$ cat config.mk
export PLATFORM = sky130hd
export DESIGN_NAME = branch_redirect_ctrl
export DESIGN_NICKNAME = d
export VERILOG_FILES = /design/src/rtl/branch_pkg.sv /design/src/rtl/branch_redirect_ctrl_bht.sv /design/src/rtl/branch_redirect_ctrl.sv
export SDC_FILE = /design/constraint.sdc
export NUM_CORES = 1
export LEC_CHECK = 0
export BUFFER_PORTS_ARGS = -buffer_cell sky130_fd_sc_hd__buf_4
export CELL_PAD_IN_SITES_DETAIL_PLACEMENT = 1
export CELL_PAD_IN_SITES_GLOBAL_PLACEMENT = 1
export CORE_MARGIN = 1.5
export CORE_UTILIZATION = 33
export DETAILED_ROUTE_END_ITERATION = 8
export GPL_TIMING_DRIVEN = 0
export PLACE_DENSITY_LB_ADDON = 0.1
export SYNTH_ARGS = -nofsm -noshare
export SYNTH_HDL_FRONTEND = slang
export SYNTH_HIERARCHICAL = 1
export SYNTH_SLANG_ARGS = --single-unit
$ cat constraint.sdc
create_clock -name clk -period 1.65 [get_ports clk]
set_input_delay 0 -clock clk [delete_from_list [all_inputs] [get_ports clk]]
set_output_delay 0 -clock clk [all_outputs]
set_load 0.02 [all_outputs]
$ cat src/rtl/branch_pkg.sv
// Shared types and constants for the branch redirect controller.
package branch_pkg;

    typedef enum logic [2:0] {
        BT_BEQ  = 3'd0,
        BT_BNE  = 3'd1,
        BT_BLT  = 3'd2,
        BT_BGE  = 3'd3,
        BT_BLTU = 3'd4,
        BT_BGEU = 3'd5,
        BT_JAL  = 3'd6,
        BT_NONE = 3'd7
    } br_type_t;

    typedef enum logic {
        IDLE     = 1'b0,
        REDIRECT = 1'b1
    } redir_state_t;

    localparam logic [2:0] BR_NONE   = 3'h7;
    localparam logic [1:0] BHT_RESET = 2'b01;

endpackage

$ cat src/rtl/branch_redirect_ctrl_bht.sv
// Branch history table of 2-bit saturating counters; combinational read, single update port.
module bht_2bit
    import branch_pkg::*;
#(
    parameter int IDX_W = 4
) (
    input  logic             clk,
    input  logic             rst_n,
    input  logic [IDX_W-1:0] rd_idx_i,
    output logic             rd_taken_o,
    input  logic             upd_en_i,
    input  logic [IDX_W-1:0] upd_idx_i,
    input  logic             upd_taken_i
);

    logic [1:0] cnt_q [2**IDX_W];
    logic [1:0] cnt_d;

    assign rd_taken_o = cnt_q[rd_idx_i][1];

    // Saturate at strongly taken (3) and strongly not-taken (0).
    always_comb begin
        cnt_d = cnt_q[upd_idx_i];
        if (upd_taken_i && cnt_d != 2'b11)
            cnt_d = cnt_d + 2'b01;
        else if (!upd_taken_i && cnt_d != 2'b00)
            cnt_d = cnt_d - 2'b01;
    end

    always_ff @(posedge clk or negedge rst_n) begin
        if (!rst_n) begin
            for (int i = 0; i < 2**IDX_W; i++)
                cnt_q[i] <= BHT_RESET;
        end else if (upd_en_i) begin
            cnt_q[upd_idx_i] <= cnt_d;
        end
    end

endmodule

$ cat src/rtl/branch_redirect_ctrl.sv
// Resolves DE control flow, issues a held redirect to fetch and flushes the wrong-path slot.
// Optional dynamic prediction with a 2-bit BHT when BRANCH_PRED_EN is defined.
module branch_redirect_ctrl
    import branch_pkg::*;
#(
    parameter int XLEN      = 32,
    parameter int CNT_W     = 32,
    parameter int BHT_IDX_W = 4
) (
    input  logic             clk,
    input  logic             rst_n,
    input  logic             br_valid_i,
    input  logic [2:0]       br_type_i,
    input  logic             br_taken_i,
    input  logic [XLEN-1:0]  br_pc_i,
    input  logic [XLEN-1:0]  br_target_i,
    input  logic             fetch_ready_i,
`ifdef BRANCH_PRED_EN
    input  logic [XLEN-1:0]  fetch_pc_i,
    input  logic             pred_taken_i,
    output logic             pred_taken_o,
`endif
    output logic             redirect_valid_o,
    output logic [XLEN-1:0]  redirect_pc_o,
    output logic             flush_o,
    output logic             misalign_o,
    output logic [CNT_W-1:0] branch_cnt_o,
    output logic [CNT_W-1:0] taken_cnt_o,
    output logic             dbg_state_o
);

    // Handshake: redirect_valid_o rises with REDIRECT and holds with a stable
    // redirect_pc_o until a cycle where fetch_ready_i is high; that edge completes it.
    redir_state_t     state_q;
    logic             redirect_valid_q;
    logic [XLEN-1:0]  redirect_pc_q;
    logic             misalign_q;
    logic [CNT_W-1:0] branch_cnt_q;
    logic [CNT_W-1:0] taken_cnt_q;

    logic             resolve;
    logic             taken;
    logic             need_redir;
    logic [XLEN-1:0]  redirect_pc_d;
    logic             fire;
    logic             bad_target;

    assign resolve = (state_q == IDLE) && br_valid_i && (br_type_i != BR_NONE);
    assign taken   = (br_type_i == BT_JAL) || br_taken_i;

`ifdef BRANCH_PRED_EN
    logic pred_eff;

    // Jumps are treated as predicted taken; only conditional branches train the table.
    assign pred_eff      = (br_type_i == BT_JAL) || pred_taken_i;
    assign need_redir    = taken != pred_eff;
    assign redirect_pc_d = taken ? br_target_i : br_pc_i + XLEN'(4);

    bht_2bit #(.IDX_W(BHT_IDX_W)) u_bht (
        .clk         (clk),
        .rst_n       (rst_n),
        .rd_idx_i    (fetch_pc_i[BHT_IDX_W+1:2]),
        .rd_taken_o  (pred_taken_o),
        .upd_en_i    (resolve && (br_type_i != BT_JAL)),
        .upd_idx_i   (br_pc_i[BHT_IDX_W+1:2]),
        .upd_taken_i (br_taken_i)
    );
`else
    logic unused_pc;

    assign unused_pc     = ^{br_pc_i, {BHT_IDX_W{1'b0}}};
    assign need_redir    = taken;
    assign redirect_pc_d = br_target_i;
`endif

    assign fire       = resolve && need_redir && (redirect_pc_d[1:0] == 2'b00);
    assign bad_target = resolve && need_redir && (redirect_pc_d[1:0] != 2'b00);

    always_ff @(posedge clk or negedge rst_n) begin
        if (!rst_n) begin
            state_q          <= IDLE;
            redirect_valid_q <= 1'b0;
            redirect_pc_q    <= '0;
            misalign_q       <= 1'b0;
            branch_cnt_q     <= '0;
            taken_cnt_q      <= '0;
        end else begin
            misalign_q <= bad_target;
            if (resolve)
                branch_cnt_q <= branch_cnt_q + 1'b1;
            case (state_q)
                IDLE: begin
                    if (fire) begin
                        state_q          <= REDIRECT;
                        redirect_valid_q <= 1'b1;
                        redirect_pc_q    <= redirect_pc_d;
                        taken_cnt_q      <= taken_cnt_q + 1'b1;
                    end
                end
                REDIRECT: begin
                    if (fetch_ready_i) begin
                        state_q          <= IDLE;
                        redirect_valid_q <= 1'b0;
                    end
                end
                default: state_q <= IDLE;
            endcase
        end
    end

    // The wrong-path slot is killed in the resolving cycle and for every held cycle.
    assign flush_o          = fire || (state_q == REDIRECT);
    assign redirect_valid_o = redirect_valid_q;
    assign redirect_pc_o    = redirect_pc_q;
    assign misalign_o       = misalign_q;
    assign branch_cnt_o     = branch_cnt_q;
    assign taken_cnt_o      = taken_cnt_q;
    assign dbg_state_o      = state_q;

endmodule
==> out/summary.txt <==
Minimum clock period - 1760 ps
Placed Instance Area - 0.00566 mm^2
Vias in the first global route - 4261
Root Driver - clkbuf_16
Clock slew at reported path FFs - 70 ps
Synth Area in XOR/XNOR - 12.4%
Final ANT Viol Nets - 0
Post-synth EDFFs - 0
Initial antenna violation count - 0
Setup CP Type - register to register
RSZ-0062 raised after global routing - yes
CTS tree - yes
Layout area overhead - 66.2%
Max clock buf depth - 2
Worst Hold Class - input port to register
Antenna Cells - 0
Post-Synth Adder-Cell Area - 0.573%
Top cell type's share of synthesized area - 56.7%
Status - finished with violations
H-tree depth - 3
DRC - 0
Endpoints failing setup - 50
Leakage - 3.79 nW
Worst path required time - 1920 ps
Num ports - 172
Synth top cells by count - 117 x nand2_1, 99 x dfrtp_1, 32 x xnor2_1, 30 x xor2_1, 27 x nand4_1
Die ar. - 0.0139 mm^2
Max IR drop VDD - 0.000479 V
Pwr dens - 969 mW/mm^2
Largest net degree at the start of global routing - 100
Avg WL per Cell - 16.8 um
Fillers - 1386
Largest cells by area after synthesis - dfrtp_1 57%, nand2_1 10%, xnor2_1 6.4%
Leading area contributor after synthesis - dfrtp_1
Seq cells post-synth - 99
Slew margin rel. - 38.4%
Worst setup SP type - register
Final instance area - 0.00725 mm^2
Gpl congestion - 0.759
PnR worst setup slack - -110 ps
Synth Area in Simple Gates - 26.7%
Buffers on Ports - 139
Mapped cell area - 0.00437 mm^2
Max FO, Critical Path - 4
Max-cap violations - 0
Initial Utilization - 34.2%
DR vias - 3984
Worst Skew - 12.2 ps
Global-route wire length before repair - 22300 um
FFs w/ async S/R, synth - 100%
Pre-antenna DRT Iters - 4
Most common cell in the synthesized netlist - nand2_1
Fin. Hold Viols - 1
Syn avg cell area - 10.2 um^2
Vias per Instance - 4.81
Unique masters post-synth - 34
CTS buffer count - 9
Ratio of cells with drive above 1 in the final layout - 45.4%
Post-DP HPWL - 8640 um
CP arrival - 2030 ps
Final hold slack - -2.13 ps
Clk sink count - 99
Yosys warns - 6
Synthesized Nets - 504
Mux contribution to synthesized area - 0.258%
Largest family of logic cells by synthesized area - simple AND/OR/NAND/NOR gates
CP endpoint kind - register
Max Slew Vio Count - 0
DRT iter0 DRCs - 157
Final Power - 7.03 mW
Core Area - 0.0128 mm^2
Mapped Cells - 430
Cell row count - 41
R2R setup slack - -110 ps
Final core utilization - 56.8%
Gr ovfl total - 0
Maximum clock rate - 0.568 GHz
Compound-gate portion of the synthesized area - 1.35%
Final Cycle Share - 107%
Drt total wl - 13900 um
Post-synthesis sequential area ratio - 56.7%
Die W - 118 um
Die Ht - 118 um
Worst skew pair latency - 340 ps
Global Route Usage Sum - 19.8%
Violated checks - hold timing, setup timing
NumNets Final - 726
Synth Flop Type - dfrtp_1
Worst slew pin tran - 922 ps
==> worst max-delay path: stages (launching register included) <==
cell     delay [ps]
dfrtp_2         430
nor4b_4         280
buf_4           180
nand4_1         220
nor4_2          390
xor2_1          190
==> worst paths after layout <==
| kind | end | cells after the start | startpoint |
|---|---|---|---|
| max | taken_cnt_o[22] | 5 | dbg_state_o |
| min | misalign_o | 3 | br_target_i[0] |
| max reg2reg | taken_cnt_o[22] | 5 | dbg_state_o |
| min reg2reg | branch_cnt_o[31] | 1 | branch_cnt_o[31] |
| max in group asynchronous | branch_cnt_o[4] | 3 | rst_n |
| min in group asynchronous | branch_cnt_o[26] | 2 | rst_n |
==> registers in the layout, indices dropped and copies added (netlist names) <==
| register | cells |
|---|---|
| branch_cnt_o | 32 |
| redirect_pc_o | 32 |
| taken_cnt_o | 32 |
| dbg_state_o | 1 |
| misalign_o | 1 |
| redirect_valid_o | 1 |
==> final cells by class <==
class | instances | area (um^2) | area share (%)
plain buffers | 13 | 136 | 1.88
clock buffers | 13 | 260 | 3.59
clock inverters | 2 | 35.0 | 0.483
inverters | 4 | 15.0 | 0.207
multi-input cells | 310 | 2270 | 31.3
flip-flops and latches | 99 | 2500 | 34.4
well taps | 172 | 215 | 2.97
repair buffers | 215 | 1830 | 25.2
==> through the flow <==
step           worst slack (ps)  instances  setup TNS [ps]
2_1_floorplan             -15.7        430           -81.4
3_3_place_gp               -382        741          -18680
3_5_place_dp               -440        741          -21360
4_1_cts                    -205        807           -3710
5_1_grt                    -215        828           -7260
6_report                   -110        828           -2810
==> what timing repair did <==
action | in CTS | in global routing
hold endpoints to repair | 32 | 99
resized for setup | 69 | 90
hold buffers | 31 | 1
pin swaps | 36 | 53
cloned | 2 | 2
endpoints found under the setup margin | 73 | 81
setup buffers | 21 | 20
==> placed cells by master, fill, tap and decap left out, types with 11 or more instances in the layout <==
cell and n:
nand3_1 15, buf_4 166, nor3_4 14, buf_6 17, dfrtp_1 83, nand2_1 90, xor2_1 30, xnor2_1 32
dlygate4sd3_1 32, nand4_1 27, dfrtp_2 16, clkbuf_16 11, nand2_2 21
==> per-layer routing <==
metal / part of all wire (%) / up-vias / wire length, um / global-route usage [%]
li1: - / 1885 / - / -
met1: 43 / 1998 / 5940 / 24.8
met2: 51 / 89 / 7030 / 33.2
met3: 5.6 / 12 / 784 / 5.67
met4: 1.0 / 0 / 139 / 6.02
met5: 0 / - / 0 / 0
==> cell families after synthesis <==
logic type / after synthesis
AOI/OAI and AO/OA: 9
xor gates and xnor gates: 62
adders and majority gates: 2
buffers and inverters: 21
DFF: 99
muxes: 1
and+or+nand+nor: 236
==> power breakdown <==
part | leakage, nW | switching [mW] | internal, mW
registers | 1.29 | 0.316 | 2.74
clock network | 0.146 | 0.902 | 1.25
logic | 2.35 | 0.956 | 0.867
Note: power is estimated with default switching activity, not from simulation.
